`config.mk`:
```
export PLATFORM = sky130hd
export DESIGN_NAME = alu_cmd_issue_flat
export DESIGN_NICKNAME = d
export VERILOG_FILES = /design/src/rtl/alu_pkg.sv /design/src/rtl/alu_cmd_issue_if.sv /design/src/rtl/alu_cmd_fifo.sv /design/src/rtl/alu_cmd_issue.sv /design/src/flat_wrapper.sv
export SDC_FILE = /design/constraint.sdc
export NUM_CORES = 1
export LEC_CHECK = 0
export ABC_AREA = 1
export CAP_MARGIN = 20
export CELL_PAD_IN_SITES_DETAIL_PLACEMENT = 1
export CELL_PAD_IN_SITES_GLOBAL_PLACEMENT = 1
export CORE_AREA = 5 5 107 109
export DETAILED_ROUTE_END_ITERATION = 16
export DIE_AREA = 0 0 112 114
export PLACE_DENSITY_LB_ADDON = 0.1
export SETUP_SLACK_MARGIN = 0.2
export SYNTH_ARGS = -nofsm -noshare
export SYNTH_HDL_FRONTEND = slang
export SYNTH_SLANG_ARGS = --single-unit
```
`constraint.sdc`:
```
create_clock -name clk -period 4.2 [get_ports clk]
set_clock_uncertainty 0.2 [all_clocks]
set_input_delay 0.84 -clock clk [delete_from_list [all_inputs] [get_ports clk]]
set_output_delay 0.84 -clock clk [all_outputs]
set_load 0.01 [all_outputs]
```
`src/rtl/alu_pkg.sv`:
```
// Shared ALU opcode encodings and constants used by the issue stage and its ALU.
package alu_pkg;
  typedef logic [2:0] alu_opcode_t;

  localparam alu_opcode_t OP_ADD = 3'b000;
  localparam alu_opcode_t OP_SUB = 3'b001;
  localparam alu_opcode_t OP_AND = 3'b010;
  localparam alu_opcode_t OP_XOR = 3'b011;

  // Result the ALU returns for unassigned opcodes; callers take the low N bits.
  localparam logic [63:0] ALU_DEFAULT_RESULT = '1;
endpackage

```
`src/rtl/alu_cmd_issue_if.sv`:
```
// Command, ALU-drive and result signals of the ALU issue stage.
interface alu_cmd_issue_if import alu_pkg::*; #(
  parameter int N     = 8,
  parameter int DEPTH = 4
);
  logic                       in_valid;
  logic                       in_ready;
  alu_opcode_t                in_opcode;
  logic [N-1:0]               in_a;
  logic [N-1:0]               in_b;
  logic                       in_use_acc;
  alu_opcode_t                alu_opcode;
  logic [N-1:0]               alu_a;
  logic [N-1:0]               alu_b;
  logic [N-1:0]               alu_result;
  logic                       out_valid;
  logic                       out_ready;
  logic [N-1:0]               out_result;
  alu_opcode_t                out_opcode;
  logic                       out_zero;
  logic [N-1:0]               acc;
  logic [$clog2(DEPTH):0]     level;

  modport slave (
    input  in_valid, in_opcode, in_a, in_b, in_use_acc, alu_result, out_ready,
    output in_ready, alu_opcode, alu_a, alu_b, out_valid, out_result, out_opcode,
           out_zero, acc, level
  );

  modport master (
    output in_valid, in_opcode, in_a, in_b, in_use_acc, alu_result, out_ready,
    input  in_ready, alu_opcode, alu_a, alu_b, out_valid, out_result, out_opcode,
           out_zero, acc, level
  );
endinterface

```
`src/rtl/alu_cmd_fifo.sv`:
```
// Synchronous FIFO with occupancy count; head entry is always visible on rdata.
module alu_cmd_fifo #(
  parameter int W     = 8,
  parameter int DEPTH = 4
) (
  input  logic                   clk,
  input  logic                   rst_n,
  input  logic                   push,
  input  logic [W-1:0]           wdata,
  input  logic                   pop,
  output logic [W-1:0]           rdata,
  output logic [$clog2(DEPTH):0] level,
  output logic                   full,
  output logic                   empty
);
  localparam int AW = $clog2(DEPTH);
  localparam int LW = AW + 1;

  logic [AW-1:0] wr_ptr_q, wr_ptr_d;
  logic [AW-1:0] rd_ptr_q, rd_ptr_d;
  logic [LW-1:0] cnt_q, cnt_d;
  logic [W-1:0]  mem_q [DEPTH];
  logic [W-1:0]  mem_d [DEPTH];
  logic          do_push, do_pop;

  assign full    = (cnt_q == LW'(DEPTH));
  assign empty   = (cnt_q == '0);
  assign level   = cnt_q;
  assign rdata   = mem_q[rd_ptr_q];
  assign do_push = push && !full;
  assign do_pop  = pop && !empty;

  // Pointers wrap for free because DEPTH is a power of two.
  always_comb begin
    wr_ptr_d = wr_ptr_q;
    rd_ptr_d = rd_ptr_q;
    cnt_d    = cnt_q;
    mem_d    = mem_q;
    if (do_push) begin
      mem_d[wr_ptr_q] = wdata;
      wr_ptr_d        = wr_ptr_q + AW'(1);
    end
    if (do_pop) rd_ptr_d = rd_ptr_q + AW'(1);
    case ({do_push, do_pop})
      2'b10:   cnt_d = cnt_q + LW'(1);
      2'b01:   cnt_d = cnt_q - LW'(1);
      default: cnt_d = cnt_q;
    endcase
  end

  always_ff @(posedge clk) begin
    if (!rst_n) begin
      wr_ptr_q <= '0;
      rd_ptr_q <= '0;
      cnt_q    <= '0;
    end else begin
      wr_ptr_q <= wr_ptr_d;
      rd_ptr_q <= rd_ptr_d;
      cnt_q    <= cnt_d;
    end
  end

  // Storage needs no reset: entries are only read once the count covers them.
  always_ff @(posedge clk) begin
    mem_q <= mem_d;
  end
endmodule

```
`src/rtl/alu_cmd_issue.sv`:
```
// ALU issue stage: queues commands, drives the ALU from the FIFO head, and
// registers results with a valid/ready output plus a chaining accumulator.
module alu_cmd_issue import alu_pkg::*; #(
  parameter int N     = 8,
  parameter int DEPTH = 4
) (
  input  logic           clk,
  input  logic           rst_n,
  alu_cmd_issue_if.slave io
);
  typedef struct packed {
    alu_opcode_t  opcode;
    logic [N-1:0] a;
    logic [N-1:0] b;
    logic         use_acc;
  } cmd_t;

  localparam int CW = $bits(cmd_t);

  cmd_t         wr_cmd, head;
  logic [CW-1:0] head_raw;
  logic         fifo_full, fifo_empty;
  logic         push, issue;

  logic         out_valid_q, out_valid_d;
  logic [N-1:0] out_result_q, out_result_d;
  alu_opcode_t  out_opcode_q, out_opcode_d;
  logic         out_zero_q, out_zero_d;
  logic [N-1:0] acc_q, acc_d;

  assign wr_cmd = '{opcode: io.in_opcode, a: io.in_a, b: io.in_b, use_acc: io.in_use_acc};
  assign head   = cmd_t'(head_raw);

  // in_ready depends only on the registered count, never on this cycle's pop.
  assign io.in_ready = !fifo_full;
  assign push        = io.in_valid && !fifo_full;
  assign issue       = !fifo_empty && (!out_valid_q || io.out_ready);

  alu_cmd_fifo #(.W(CW), .DEPTH(DEPTH)) u_fifo (
    .clk   (clk),
    .rst_n (rst_n),
    .push  (push),
    .wdata (CW'(wr_cmd)),
    .pop   (issue),
    .rdata (head_raw),
    .level (io.level),
    .full  (fifo_full),
    .empty (fifo_empty)
  );

  // Idle ALU inputs are forced to zero so stale FIFO contents never toggle the ALU.
  always_comb begin
    io.alu_opcode = '0;
    io.alu_a      = '0;
    io.alu_b      = '0;
    if (!fifo_empty) begin
      io.alu_opcode = head.opcode;
      io.alu_a      = head.use_acc ? acc_q : head.a;
      io.alu_b      = head.b;
    end
  end

  always_comb begin
    out_valid_d  = out_valid_q;
    out_result_d = out_result_q;
    out_opcode_d = out_opcode_q;
    out_zero_d   = out_zero_q;
    acc_d        = acc_q;
    if (issue) begin
      out_valid_d  = 1'b1;
      out_result_d = io.alu_result;
      out_opcode_d = head.opcode;
      out_zero_d   = (io.alu_result == '0);
      acc_d        = io.alu_result;
    end else if (out_valid_q && io.out_ready) begin
      out_valid_d  = 1'b0;
    end
  end

  always_ff @(posedge clk) begin
    if (!rst_n) begin
      out_valid_q  <= 1'b0;
      out_result_q <= '0;
      out_opcode_q <= '0;
      out_zero_q   <= 1'b0;
      acc_q        <= '0;
    end else begin
      out_valid_q  <= out_valid_d;
      out_result_q <= out_result_d;
      out_opcode_q <= out_opcode_d;
      out_zero_q   <= out_zero_d;
      acc_q        <= acc_d;
    end
  end

  assign io.out_valid  = out_valid_q;
  assign io.out_result = out_result_q;
  assign io.out_opcode = out_opcode_q;
  assign io.out_zero   = out_zero_q;
  assign io.acc        = acc_q;
endmodule

```
`src/flat_wrapper.sv`:
```
// flat-port wrapper written by rule: the top's interface ports become plain ports
module alu_cmd_issue_flat import alu_pkg::*;
#(
  parameter int N     = 8,
  parameter int DEPTH = 4
)
  (clk, rst_n, io_in_valid, io_in_opcode, io_in_a, io_in_b, io_in_use_acc, io_alu_result, io_out_ready, io_in_ready, io_alu_opcode, io_alu_a, io_alu_b, io_out_valid, io_out_result, io_out_opcode, io_out_zero, io_acc, io_level);
  alu_cmd_issue_if #(.N(N), .DEPTH(DEPTH)) io_i ();
  input  logic clk;
  input  logic rst_n;
  input wire logic [$bits(io_i.in_valid)-1:0] io_in_valid;
  input wire logic [$bits(io_i.in_opcode)-1:0] io_in_opcode;
  input wire logic [$bits(io_i.in_a)-1:0] io_in_a;
  input wire logic [$bits(io_i.in_b)-1:0] io_in_b;
  input wire logic [$bits(io_i.in_use_acc)-1:0] io_in_use_acc;
  input wire logic [$bits(io_i.alu_result)-1:0] io_alu_result;
  input wire logic [$bits(io_i.out_ready)-1:0] io_out_ready;
  output wire logic [$bits(io_i.in_ready)-1:0] io_in_ready;
  output wire logic [$bits(io_i.alu_opcode)-1:0] io_alu_opcode;
  output wire logic [$bits(io_i.alu_a)-1:0] io_alu_a;
  output wire logic [$bits(io_i.alu_b)-1:0] io_alu_b;
  output wire logic [$bits(io_i.out_valid)-1:0] io_out_valid;
  output wire logic [$bits(io_i.out_result)-1:0] io_out_result;
  output wire logic [$bits(io_i.out_opcode)-1:0] io_out_opcode;
  output wire logic [$bits(io_i.out_zero)-1:0] io_out_zero;
  output wire logic [$bits(io_i.acc)-1:0] io_acc;
  output wire logic [$bits(io_i.level)-1:0] io_level;
  assign io_i.in_valid = io_in_valid;
  assign io_i.in_opcode = io_in_opcode;
  assign io_i.in_a = io_in_a;
  assign io_i.in_b = io_in_b;
  assign io_i.in_use_acc = io_in_use_acc;
  assign io_i.alu_result = io_alu_result;
  assign io_i.out_ready = io_out_ready;
  assign io_in_ready = io_i.in_ready;
  assign io_alu_opcode = io_i.alu_opcode;
  assign io_alu_a = io_i.alu_a;
  assign io_alu_b = io_i.alu_b;
  assign io_out_valid = io_i.out_valid;
  assign io_out_result = io_i.out_result;
  assign io_out_opcode = io_i.out_opcode;
  assign io_out_zero = io_i.out_zero;
  assign io_acc = io_i.acc;
  assign io_level = io_i.level;
  alu_cmd_issue #(.N(N), .DEPTH(DEPTH)) u_core (.clk(clk), .rst_n(rst_n), .io(io_i));
endmodule
```
### Word level (Yosys, flattened, before mapping)

Index checks and enable logic that the tools add are counted.

* mux-type cells: 13
* add/subtract/negate cells: 4
* eq/ne operators: 3
* reductions and logical operators: 14
* divide/modulo/power cells: 0
* multipliers: 0
* shift-type cells: 0
* order comparisons: 3
* bitwise operators: 2

Operators with widths (count)
* $bwmux W80: 1
* $mux W20: 3
* $bmux W20 S2: 1
* $demux W20 S2: 1
* $mux W8: 3
* $logic_not A8 Y1: 1
* $ge A3 B3 Y1 const B: 2
* $logic_and A1 B1 Y1: 6
* $not A2 Y3: 2
* $pmux W3 S2: 1
* $add A2 B1 Y2 const B: 2
* $reduce_bool A2 Y1: 2
* $add A3 B1 Y3 const B: 1
* $eq A3 B3 Y1 const B: 1
* $logic_not A1 Y1: 3
* $logic_not A3 Y1: 1
* $lt A3 B1 Y1 const B: 1
* $mux W3: 1
* $sub A3 B1 Y3 const B: 1
* $eq A2 B1 Y1 const B: 1
* $eq A2 B2 Y1 const B: 1
* $mux W1: 2
* $logic_or A1 B1 Y1: 1

* bits in writable memories: 0
* bits in latches: 0
* memories kept: 0
* bits of input ports: 32
* memory bits (read-only): 0
* logic and storage cells: 50
* register bits: 100

### Longest topological paths before layout

Gate-level depths: netlist (run 1).

* depth after elaboration: 6
* depth in mapped cells: 12

### By module

Synthesis (run 1) repeated with hierarchy kept, for this count alone.

* cell total of the unflattened synthesis: 386
* area, all modules: 4214.0 µm²

By module, submodules not included
* alu_cmd_fifo: area an instance 3449.6 µm², sequential area each 2542.4 µm², times used 1, cells each 260
* alu_cmd_issue: area an instance 764.5 µm², sequential area each 260.2 µm², times used 1, cells each 126

### Least setup slack after synthesis (run 1)

No wires, ideal clock.

* path type: input to register
* start point: input io_out_ready
* end point: register u_core.u_fifo.cnt_q[2], in the netlist u_core.u_fifo.level[2]
* setup time: 110 ps
* slack: 1660 ps
* stages: 11
* data arrival time: 2230 ps
* required time: 3890 ps
* buffers on the path: 1
* cells stage by stage: nor2_1 a21oi_1 buf_4 ha_1 inv_1 fa_1 or2_2 nand3_1 nand2_1 inv_1 nor2_1

* longest elaborated chain between the ends: 5
* elaborated cells between the ends (all ways): 7
* classes of those cells: eq/ne (2); mux (1); reduce/logical (4)

RTL lines
* start: declaration: RTL line flat_wrapper.sv:17 `input wire logic [$bits(io_i.out_ready)-1:0] io_out_ready;`
* $logic_or A1 B1 Y1 (*): RTL line alu_cmd_issue.sv:37 `assign issue = !fifo_empty && (!out_valid_q || io.out_ready);`
* $logic_and A1 B1 Y1 (*): RTL line alu_cmd_issue.sv:37
* via u_core.issue: RTL line alu_cmd_issue.sv:23 `logic push, issue;`
* $logic_and A1 B1 Y1 (*): RTL line alu_cmd_fifo.sv:31 `assign do_pop = pop && !empty;`
* $eq A2 B1 Y1 / $eq A2 B2 Y1 (equally long branches): RTL line alu_cmd_fifo.sv:44 `case ({do_push, do_pop})`
* $pmux W3 S2 / $reduce_bool A2 Y1 (equally long branches)
* end signal: assignment: RTL line alu_cmd_fifo.sv:59 `cnt_q <= cnt_d;`
* end: declaration: RTL line alu_cmd_fifo.sv:21 `logic [LW-1:0] cnt_q, cnt_d;`

Mark *: on every way through the listed nets, which the timed path passes. The rest lies on a longest branch.
A chain may end at the register's enable or synchronous reset.

### Worst setup path in the final report (run 1)

* start point: register u_core.u_fifo.rd_ptr_q[0]
* end point: output io_alu_a[4]

* longest elaborated chain between the ends: 6

RTL lines
* start: declaration: RTL line alu_cmd_fifo.sv:20 `logic [AW-1:0] rd_ptr_q, rd_ptr_d;`
* start signal: assignment: RTL line alu_cmd_fifo.sv:58 `rd_ptr_q <= rd_ptr_d;`
* $not A2 Y3 (implied by the code): RTL line alu_cmd_fifo.sv:29 `assign rdata = mem_q[rd_ptr_q];`
* $bmux W20 S2: RTL line alu_cmd_fifo.sv:29
* $mux W20 (implied by the code) (2 in series): RTL line alu_cmd_fifo.sv:29
* $mux W8: RTL line alu_cmd_issue.sv:58 `io.alu_a = head.use_acc ? acc_q : head.a;`
* $mux W8: RTL line alu_cmd_issue.sv:56 `if (!fifo_empty) begin`
* end: declaration: RTL line flat_wrapper.sv:20 `output wire logic [$bits(io_i.alu_a)-1:0] io_alu_a;`

No other way between the ends. The select of a mux whose other input is x is not followed.

==> results of run 1 <==
worst paths after layout:
kind | from | end | depth (start not counted)
setup / recovery | u_core.u_fifo.rd_ptr_q[0]$_SDFFE_PN0P_ | io_alu_a[4] | 8
hold / removal | u_core.io.out_zero$_SDFFE_PN0P_ | u_core.io.out_zero$_SDFFE_PN0P_ | 2
hold reg to reg | u_core.io.out_zero$_SDFFE_PN0P_ | u_core.io.out_zero$_SDFFE_PN0P_ | 2
setup reg to reg | u_core.u_fifo.level[2]$_SDFFE_PN0P_ | u_core.u_fifo.level[2]$_SDFFE_PN0P_ | 11
cells in the mapped netlist:
master / number / area [um^2]
nand2_1: 94 / 353
nor2_1: 87 / 327
edfxtp_1: 80 / 2400
inv_1: 61 / 229
nand3_1: 22 / 110
o21ai_0: 21 / 105
dfxtp_1: 20 / 400
a21oi_1: 16 / 80.1
buf_4: 13 / 97.6
o21ai_1: 9 / 45.0
buf_2: 8 / 40.0
nand3b_1: 8 / 60.1
ha_1: 5 / 62.6
buf_6: 4 / 45.0
nand2_2: 4 / 25.0
nand3_2: 2 / 20.0
clkbuf_1: 1 / 3.75
clkbuf_2: 1 / 5.00
fa_1: 1 / 20.0
inv_2: 1 / 3.75
inv_4: 1 / 6.26
nand2_4: 1 / 11.3
nand4_1: 1 / 6.26
nor2_2: 1 / 6.26
or2_2: 1 / 6.26
layer usage:
| layer | routed length, um | track usage |
|---|---|---|
| met1 | 4380 | 0.197 |
| met2 | 5470 | 0.306 |
| met3 | 378 | 0.0302 |
| met4 | 133 | 0.0625 |
| met5 | 0 | 0 |
registers in the layout, summed over array words and instances (netlist names):
register and flops:
u_core.u_fifo.rd_ptr_q 2, u_core.io.acc 8, u_core.io.out_zero 1, u_core.u_fifo.mem_q 80, u_core.io.out_valid 1, u_core.u_fifo.level 3
u_core.u_fifo.wr_ptr_q 2, u_core.io.out_opcode 3
critical path, stage by stage (launching register included):
cell	delay [ns]
dfxtp_1	0.38
buf_4	0.42
nand2_1	0.16
nand2_1	0.10
nand2_1	0.06
nand2_2	0.15
nor2_1	0.07
nor2_1	0.12
clkdlybuf4s50_1	0.55
metrics by stage:
step / util / area (um^2) / cells / hold WS (ns)
2_1_floorplan: - / 4470 / 463 / 0.285
3_3_place_gp: 0.501 / 5270 / 658 / 0.264
3_5_place_dp: 0.501 / 5270 / 658 / 0.270
4_1_cts: 0.516 / 5430 / 673 / 0.284
5_1_grt: 0.516 / 5430 / 673 / 0.316
6_report: 0.516 / 5430 / 673 / 0.277
power by group through the flow:
stage / Combinational [uW] / Sequential (uW) / Clock (uW)
after detailed placement: 1770 / 1330 / 0
after global routing: 1930 / 1330 / 584
after CTS: 1780 / 1310 / 541
final: 1730 / 1310 / 515
after floorplan: 1050 / 1340 / 0
after global placement: 1730 / 1320 / 0
cell type report:
| cell class | count | area share |
|---|---|---|
| sequential | 100 | 0.517 |
| multi-input combinational | 273 | 0.230 |
| timing repair buffer | 82 | 0.148 |
| inverter | 63 | 0.0440 |
| tap | 140 | 0.0323 |
| clock buffer | 10 | 0.0235 |
| clock inverter | 5 | 0.00554 |
kinds of logic after synthesis:
logic type	share of synthesized area
AND/OR/NAND/NOR	0.207
AO/OA/AOI/OAI	0.0515
adder cells (fa/ha/maj)	0.0185
buffers and inverters	0.0963
flip-flops	0.627
==> key figures, run 1 <==
Timing
  • Slew margin rel.: 0.585
  • Peak Freq: 0.293 GHz
  • Period utilisation layout: 0.812
  • Slew Limit Fails: 0
  • RSZ-0062 raised after global routing: false
  • Final Hold Fails: 0
  • Fin worst setup slack: 0.791 ns
  • Worst slew pin tran: 0.622 ns
  • Setup violators final: 0
  • Setup TNS: 0 ns
  • Min Tclk post-route: 3.41 ns

Route
  • Drt pass-1 iters: 4
  • # DRC: 0
  • Via/cell ratio: 4.78
  • Drt wl/cell: 15.4 um
  • Post-Route WL: 10.4 mm
  • Vias: 3214
  • Antenna Nets Post-Route: 0
  • Initial DRC count: 119

Pwr
  • Switching power total: 1380 uW
  • Reg power frac: 0.367
  • Leak Pwr: 0.00219 uW
  • Power Total: 3560 uW
  • Gate power share: 0.488
  • Worst vdd ir: 0.330 mV
  • Sw frac: 0.389
  • Clock power frac: 0.145
  • PwrDens: 655 mW/mm^2
  • Internal power: 2170 uW

CTS
  • Postcts setup bufs: 0
  • # hold bufs at CTS: 0
  • CTS tree: yes
  • CTS root buf: clkbuf_8
  • Clk sinks: 100
  • Max Buffers Root-to-Sink: 2
  • Post-CTS Resized: 0
  • H-tree depth: 3
  • CTS Buf Count: 9
  • Clk_lat worst skew: 0.35 ns
  • Reg clk slew, reported paths: 0.09 ns

Global route
  • Initial antenna violation count: 0
  • GRT overflow: 0
  • Pin count of the biggest net entering global routing: 44
  • Vias in the first global route: 3300
  • GRT Resource Usage Total: 0.167
  • First-pass GRT wire length: 16.7 mm

Yosys
  • Seq cells post-synth: 100
  • Syn_nets: 501
  • Average cell area after synthesis: 9.66 um^2
  • Post-Synthesis Cells: 463
  • YS warnings: 0
  • Post-synthesis sequential area ratio: 0.627
  • Post-synth cell types: 25
  • Cell area after synthesis: 0.00447 mm^2

Floorplanning
  • Die area: 0.0128 mm^2
  • DIE HEIGHT: 114 um
  • Starting Density: 0.425
  • Row cnt: 38
  • Num ports: 76
  • Die width: 112 um
  • CORE AREA: 0.0105 mm^2

Layout
  • Register area: 0.00280 mm^2
  • Layout cells sized above 1: 0.0657
  • FILL cells: 1208
  • Most common cell after layout, fill and taps aside: nand2_1
  • Nets: 567
  • Area used by multi-input combinational logic: 0.00125 mm^2
  • Most frequent cells in the layout: nand2_1, nor2_1, edfxtp_1, clkdlybuf4s50_1, inv_1
  • Syn-to-layout area delta: 21.4%
  • Number of diodes: 0

Outcome
  • Outcome: finished clean

Worst setup path
  • Critical path class: reg -> out
  • Register-to-register setup slack: 1.92 ns
  • Critical path peak fanout: 43
  • Worst setup EP type: primary output
  • Worst setup SP type: flop
  • Worst EP required: 3.16 ns
  • Worst endpoint data arrival time: 2.37 ns

Place
  • Post-DP HPWL: 7.21 mm
  • Pre-CTS WS: 1.05 ns
  • Routability Congestion: 0.725
  • Port Buffers: 75

Worst hold path
  • Worst min-delay path class: reg -> reg

Job
  • MaxCap Viol Count: 0
No activity file was read; power rests on OpenSTA's default activity.
==> run 2, diff against run 1 <==
- CORE_AREA: 5 5 107 109 -> 5 5 116 118
- DIE_AREA: 0 0 112 114 -> 0 0 121 123
- clock period: 4.2 -> 2.9 ns (I/O delays scaled with it)
==> run 2 against run 1 <==
  * Critical path depth unchanged
  * Worst setup slack got worse by 0.42 ns
  * Combinational power is 43% higher
  * Register-to-register slack got worse by 1.3 ns
  * Highest routed layer unchanged
==> key figures, run 2 (same netlist as run 1, synthesis figures left out) <==
Layout
  • Nets: 574 (was 567)
  • Most frequent cells in the layout: nand2_1, nor2_1, edfxtp_1, inv_1, clkdlybuf4s50_1 (was nand2_1, nor2_1, edfxtp_1, clkdlybuf4s50_1, inv_1)
  • Most common cell after layout, fill and taps aside: nand2_1 (unchanged)
  • Layout cells sized above 1: 0.0813 (was 0.0657)
  • Syn-to-layout area delta: 27.1% (was 21.4%)
  • FILL cells: 1387 (was 1208)
  • Number of diodes: 0 (unchanged)
  • Max reg flops: 80 (unchanged)
  • Biggest register: u_core.u_fifo.mem_q (unchanged)

Worst setup path
  • Worst r2r dst: u_core.u_fifo.level[2]$_SDFFE_PN0P_ (unchanged)
  • Critical path peak fanout: 15 (was 43)
  • RR Startpoint: u_core.u_fifo.level[0]$_SDFFE_PN0P_ (was u_core.u_fifo.level[2]$_SDFFE_PN0P_)
  • Worst setup EP type: primary output (unchanged)
  • Critical path class: reg -> out (unchanged)
  • Worst setup SP type: flop (unchanged)
  • Register-to-register setup slack: 0.64 ns (was 1.92 ns)
  • Worst EP required: 2.12 ns (was 3.16 ns)
  • FF-to-FF path depth: 11 (unchanged)
  • Worst endpoint data arrival time: 1.75 ns (was 2.37 ns)

Pwr
  • Worst vdd ir: 0.421 mV (was 0.330 mV)
  • Leak Pwr: 0.00239 uW (was 0.00219 uW)
  • Internal power: 3550 uW (was 2170 uW)
  • PwrDens: 987 mW/mm^2 (was 655 mW/mm^2)
  • Switching power total: 2060 uW (was 1380 uW)
  • Gate power share: 0.441 (was 0.488)
  • Sw frac: 0.367 (was 0.389)
  • Clock power frac: 0.219 (was 0.145)
  • Reg power frac: 0.341 (was 0.367)

Global route
  • Initial antenna violation count: 0 (unchanged)
  • Pin count of the biggest net entering global routing: 31 (was 44)
  • GRT Resource Usage Total: 0.152 (was 0.167)
  • First-pass GRT wire length: 17.1 mm (was 16.7 mm)
  • GRT overflow: 0 (unchanged)
  • Vias in the first global route: 3329 (was 3300)

CTS
  • CTS root buf: clkbuf_16 (was clkbuf_8)
  • Postcts setup bufs: 0 (unchanged)
  • CTS Buf Count: 9 (unchanged)
  • CTS tree: yes (unchanged)
  • Reg clk slew, reported paths: 0.07 ns (was 0.09 ns)
  • Clk_lat worst skew: 0.33 ns (was 0.35 ns)
  • Max Buffers Root-to-Sink: 2 (unchanged)
  • H-tree depth: 3 (unchanged)
  • Clk sinks: 100 (unchanged)

Route
  • Drt wl/cell: 15.3 um (was 15.4 um)
  • Via/cell ratio: 4.56 (was 4.78)
  • # DRC: 0 (unchanged)
  • Antenna Nets Post-Route: 0 (unchanged)
  • Drt pass-1 iters: 4 (unchanged)
  • Initial DRC count: 131 (was 119)
  • Vias: 3250 (was 3214)
  • Post-Route WL: 10.9 mm (was 10.4 mm)

Worst hold path
  • Hold path cells: 2 (unchanged)
  • Min-Delay Endpoint: u_core.io.out_zero$_SDFFE_PN0P_ (unchanged)
  • Worst min-delay path class: reg -> reg (unchanged)
  • HP Start: u_core.io.out_zero$_SDFFE_PN0P_ (unchanged)

Place
  • Post-DP HPWL: 7.59 mm (was 7.21 mm)
  • Port Buffers: 75 (unchanged)
  • Routability Congestion: 0.721 (was 0.725)

Floorplanning
  • Num ports: 76 (unchanged)
  • DIE HEIGHT: 123 um (was 114 um)
  • CORE AREA: 0.0124 mm^2 (was 0.0105 mm^2)
  • Die area: 0.0149 mm^2 (was 0.0128 mm^2)
  • Row cnt: 41 (was 38)
  • Die width: 121 um (was 112 um)
  • Starting Density: 0.362 (was 0.425)

Timing
  • RSZ-0062 raised after global routing: false (unchanged)
  • Slew margin rel.: 0.542 (was 0.585)
  • Final Hold Fails: 0 (unchanged)
  • Hold Slack: 0.286 ns (was 0.277 ns)
  • Peak Freq: 0.395 GHz
  • Min Tclk post-route: 2.53 ns
  • Setup violators final: 0 (unchanged)
  • Slew Limit Fails: 0 (unchanged)
  • Period utilisation layout: 0.872
  • Setup TNS: 0 ns (unchanged)
  • Worst slew pin tran: 0.684 ns (was 0.622 ns)

Outcome
  • Outcome: finished clean (unchanged)

Job
  • MaxCap Viol Count: 0 (unchanged)
run 2: changes by cell type in the layout (fill, tap and decap cells not counted), sizes merged:
cell / previous run / this run
buf: 7 / 14
bufinv: 0 / 2
clkdlybuf4s50: 75 / 56
clkinv: 3 / 4
clkinvlp: 2 / 0
dlygate4sd2: 0 / 17
dlymetal6s2s: 0 / 2
run 2: power groups by stage:
stage	clock network [uW]	registers, uW	logic [uW]
after floorplan	0	1940	1530
after global placement	0	1930	2590
after detailed placement	0	1930	2630
after CTS	1270	1920	2540
after global routing	1320	1940	2780
final	1230	1910	2470
run 2: metal layers:
metal / routed length, um / GRT usage / vias to the layer above
met5: 0 / 0 / -
met2: 5330 / 0.262 / 66
met4: 91 / 0.0439 / 0
met1: 5000 / 0.193 / 1557
met3: 506 / 0.0357 / 7
li1: - / - / 1620
run 2: how the worst max path moves through the flow:
stage / startpoint / endpoint / depth (start not counted)
6_report: u_core.u_fifo.rd_ptr_q[0]$_SDFFE_PN0P_ / io_alu_a[6] / 8
5_1_grt: u_core.u_fifo.rd_ptr_q[0]$_SDFFE_PN0P_ / io_alu_a[1] / 8
4_1_cts: u_core.u_fifo.rd_ptr_q[0]$_SDFFE_PN0P_ / io_alu_b[7] / 5
3_5_place_dp: io_out_ready / u_core.u_fifo.level[2]$_SDFFE_PN0P_ / 11
3_3_place_gp: io_out_ready / u_core.u_fifo.level[2]$_SDFFE_PN0P_ / 11
2_1_floorplan: io_out_ready / u_core.u_fifo.level[2]$_SDFFE_PN0P_ / 11
run 2: per-stage QoR:
step	instance area, um^2	cells	setup WS [ns]	utilization	total power, uW
after floorplan	4470	463	0.620	-	3460
after global placement	5360	697	0.230	0.434	4510
after detailed placement	5360	697	0.169	0.434	4570
after CTS	5670	713	0.142	0.459	5730
after global routing	5680	713	0.237	0.459	6050
final	5680	713	0.371	0.459	5610
run 2: cell type report:
cell class / count / area, um^2 / share of cell area
tap: 172 / 215 / 0.0379
multi-input combinational: 273 / 1250 / 0.220
clock buffer: 10 / 229 / 0.0403
timing repair buffer: 89 / 855 / 0.150
sequential: 100 / 2810 / 0.494
inverter: 63 / 244 / 0.0430
clock inverter: 6 / 78.8 / 0.0139
run 2: critical path, stage by stage (launching register included):
cell	delay (ns)
dfxtp_4	0.39
buf_6	0.18
buf_6	0.17
nand2_1	0.06
nand3_1	0.08
nand2_1	0.08
nor2_1	0.11
nor2_1	0.06
dlygate4sd2_1	0.28
run 2: repair_timing:
action | 4_1_cts | 5_1_grt
resized for setup | 25 | 3
endpoints found under the setup margin | 19 | 4
pin swaps | 1 | 0
hold buffers | 0 | 0
==> run 3, diff against run 2 <==
- CTS_CLUSTER_SIZE: not set -> 8
- PLACE_DENSITY: not set -> 0.84
- PLACE_DENSITY_LB_ADDON: 0.1 -> not set
==> run 3 against run 2 <==
  * Non-clock buffer count rose by 2
  * Worst hold slack got worse by 0.0049 ns
  * Flip-flop and latch count did not move
  * Cell area rose by 0.75%
  * Count of clock-buffer cells in the layout did not move
  * Critical endpoint is now io_alu_opcode[0]
==> key figures, run 3 (same netlist as run 1, synthesis figures left out) <==
Outcome
  • Outcome: finished clean (unchanged)

Pwr
  • PwrDens: 1010 mW/mm^2 (was 987 mW/mm^2)
  • Worst vdd ir: 0.373 mV (was 0.421 mV)
  • Leak Pwr: 0.00241 uW (was 0.00239 uW)

Route
  • Via/cell ratio: 4.72 (was 4.56)
  • Vias: 3381 (was 3250)
  • Drt pass-1 iters: 4 (unchanged)
  • Post-Route WL: 11.9 mm (was 10.9 mm)
  • Initial DRC count: 326 (was 131)
  • # DRC: 0 (unchanged)
  • Drt wl/cell: 16.6 um (was 15.3 um)
  • Antenna Nets Post-Route: 0 (unchanged)

Worst setup path
  • CP cell instances: inv_8, buf_4, nand2_1, nand2_1, nand2_1, a21oi_1, dlygate4sd2_1 (was buf_6, buf_6, nand2_1, nand3_1, nand2_1, nor2_1, nor2_1, dlygate4sd2_1)
  • Worst endpoint data arrival time: 1.79 ns (was 1.75 ns)
  • Levels on crit path: 7 (was 8)
  • Worst setup EP type: primary output (unchanged)
  • Worst setup SP type: flop (unchanged)
  • Worst Path Buf+Inv: 3 (unchanged)
  • RR Startpoint: u_core.u_fifo.level[0]$_SDFFE_PN0P_ (unchanged)
  • Crit-path slowest cell: dfxtp_4 (unchanged)
  • Worst EP required: 2.12 ns (about the same)
  • Top delay family on crit path: buffers and inverters (unchanged)
  • CP dominant cell by count: nand2_1
  • Critical path peak fanout: 21 (was 15)
  • Worst r2r dst: u_core.u_fifo.level[2]$_SDFFE_PN0P_ (unchanged)
  • Critical path class: reg -> out (unchanged)
  • Register-to-register setup slack: 0.59 ns (was 0.64 ns)
  • FF-to-FF path depth: 11 (unchanged)
  • CP peak stage delay: 0.39 ns (about the same)

CTS
  • H-tree depth: 3 (unchanged)
  • CTS tree: yes (unchanged)
  • Clk_lat worst skew: 0.34 ns (was 0.33 ns)
  • Reg clk slew, reported paths: 0.07 ns (about the same)
  • CTS root buf: clkbuf_16 (unchanged)
  • CTS Buf Count: 9 (unchanged)
  • Max Buffers Root-to-Sink: 2 (unchanged)
  • Clk sinks: 100 (unchanged)
  • # hold bufs at CTS: 0 (unchanged)

Layout
  • Most frequent cells in the layout: nand2_1, nor2_1, edfxtp_1, inv_1, clkdlybuf4s50_1 (unchanged)
  • Syn-to-layout area delta: 28.0% (was 27.1%)
  • Biggest register: u_core.u_fifo.mem_q (unchanged)
  • Max reg flops: 80 (unchanged)
  • Nets: 577 (was 574)
  • Post-route cell area: 0.00572 mm^2 (was 0.00568 mm^2)
  • Number of diodes: 0 (unchanged)
  • Layout cells sized above 1: 0.0882 (was 0.0813)
  • Most common cell after layout, fill and taps aside: nand2_1 (unchanged)

Global route
  • Initial antenna violation count: 0 (unchanged)
  • First-pass GRT wire length: 18.7 mm (was 17.1 mm)
  • GRT Resource Usage Total: 0.165 (was 0.152)
  • Pin count of the biggest net entering global routing: 25 (was 31)
  • Vias in the first global route: 3697 (was 3329)
  • GRT overflow: 0 (unchanged)

Timing
  • RSZ-0062 raised after global routing: false (unchanged)
  • Slew Limit Fails: 0 (unchanged)
  • Worst slew pin tran: 0.636 ns (was 0.684 ns)
  • Peak Freq: 0.388 GHz (was 0.395 GHz)
  • Period utilisation layout: 0.888 (was 0.872)
  • Hold Slack: 0.281 ns (was 0.286 ns)
  • Setup TNS: 0 ns (unchanged)
  • Setup violators final: 0 (unchanged)
  • Final Hold Fails: 0 (unchanged)
  • Slew margin rel.: 0.575 (was 0.542)
  • Min Tclk post-route: 2.57 ns (was 2.53 ns)

Floorplanning
  • Die width: 121 um (unchanged)
  • Row cnt: 41 (unchanged)
  • Num ports: 76 (unchanged)
  • CORE AREA: 0.0124 mm^2 (unchanged)
  • Die area: 0.0149 mm^2 (unchanged)
  • DIE HEIGHT: 123 um (unchanged)
  • Starting Density: 0.362 (unchanged)

Worst hold path
  • Worst min-delay path class: reg -> reg (unchanged)
  • Hold path cells: 2 (unchanged)
  • Min-Delay Endpoint: u_core.io.out_zero$_SDFFE_PN0P_ (unchanged)
  • HP Start: u_core.io.out_zero$_SDFFE_PN0P_ (unchanged)

Place
  • Dpl cell area: 0.00537 mm^2 (was 0.00536 mm^2)
  • Post-DP HPWL: 7.75 mm (was 7.59 mm)
  • Port Buffers: 75 (unchanged)
  • Routability Congestion: 0.845 (was 0.721)

Job
  • MaxCap Viol Count: 0 (unchanged)
==> run 3: changes by cell type in the layout (fill, tap and decap cells not counted), sizes merged <==
cell          previous run  this run
dlymetal6s2s             2         3
clkinvlp                 0         2
dlygate4sd2             17        16
inv                     63        66
bufinv                   2         1
buf                     14        16
clkinv                   4         1
==> run 3: what timing repair did <==
item                                    in CTS  in global routing
setup buffers                                3                  0
pin swaps                                    0                  0
resized for setup                           27                  5
endpoints found under the setup margin      19                  6
gates cloned                                 1                  0
==> run 3: area by class of cell <==
cell class | instances | area [um^2]
repair inverters | 1 | 7.51
well taps | 172 | 215
clock buffers | 10 | 229
inverters | 63 | 248
clock inverters | 6 | 68.8
repair buffers | 91 | 891
flip-flops and latches | 100 | 2810
fillers | 1381 | 6640
multi-input cells | 273 | 1260
==> run 3: through the flow <==
stage | setup WS (ns) | power, uW | utilization | instances
6_report | 0.326 | 5770 | 0.463 | 716
5_1_grt | 0.223 | 6150 | 0.463 | 716
4_1_cts | 0.0365 | 5830 | 0.462 | 716
3_5_place_dp | 0.138 | 4570 | 0.434 | 696
3_3_place_gp | 0.226 | 4460 | 0.434 | 696
2_1_floorplan | 0.620 | 3460 | - | 463
==> run 3: worst max path at each step <==
| stage | endpoint | startpoint | slack, ns |
|---|---|---|---|
| finish | io_alu_opcode[0] | u_core.u_fifo.rd_ptr_q[0]$_SDFFE_PN0P_ | 0.33 |
| global route | io_alu_opcode[2] | u_core.u_fifo.rd_ptr_q[0]$_SDFFE_PN0P_ | 0.22 |
| CTS | io_alu_b[3] | u_core.u_fifo.rd_ptr_q[0]$_SDFFE_PN0P_ | 0.04 |
| detailed placement | u_core.u_fifo.level[2]$_SDFFE_PN0P_ | io_out_ready | 0.14 |
| global placement | u_core.u_fifo.level[2]$_SDFFE_PN0P_ | io_out_ready | 0.23 |
| floorplan | u_core.u_fifo.level[2]$_SDFFE_PN0P_ | io_out_ready | 0.62 |
==> run 3: worst reg2reg max path, delay by kind of cell, from the launching register on <==
kind	cells	cell delay (ns)
fa+ha+maj	2	0.56
buf+inv	2	0.12
flops	1	0.33
simple gates	7	0.99
==> run 3: power breakdown <==
part	switching (uW)	internal [uW]
clock network	535	679
logic	1540	1080
registers	155	1780
==> run 3: metal layers <==
| metal | vias to the layer above | track usage | part of all wire |
|---|---|---|---|
| met5 | - | 0 | 0 |
| met4 | 0 | 0.0737 | 0.025 |
| met3 | 21 | 0.0343 | 0.062 |
| met2 | 103 | 0.296 | 0.50 |
| met1 | 1636 | 0.190 | 0.41 |
| li1 | 1621 | - | - |
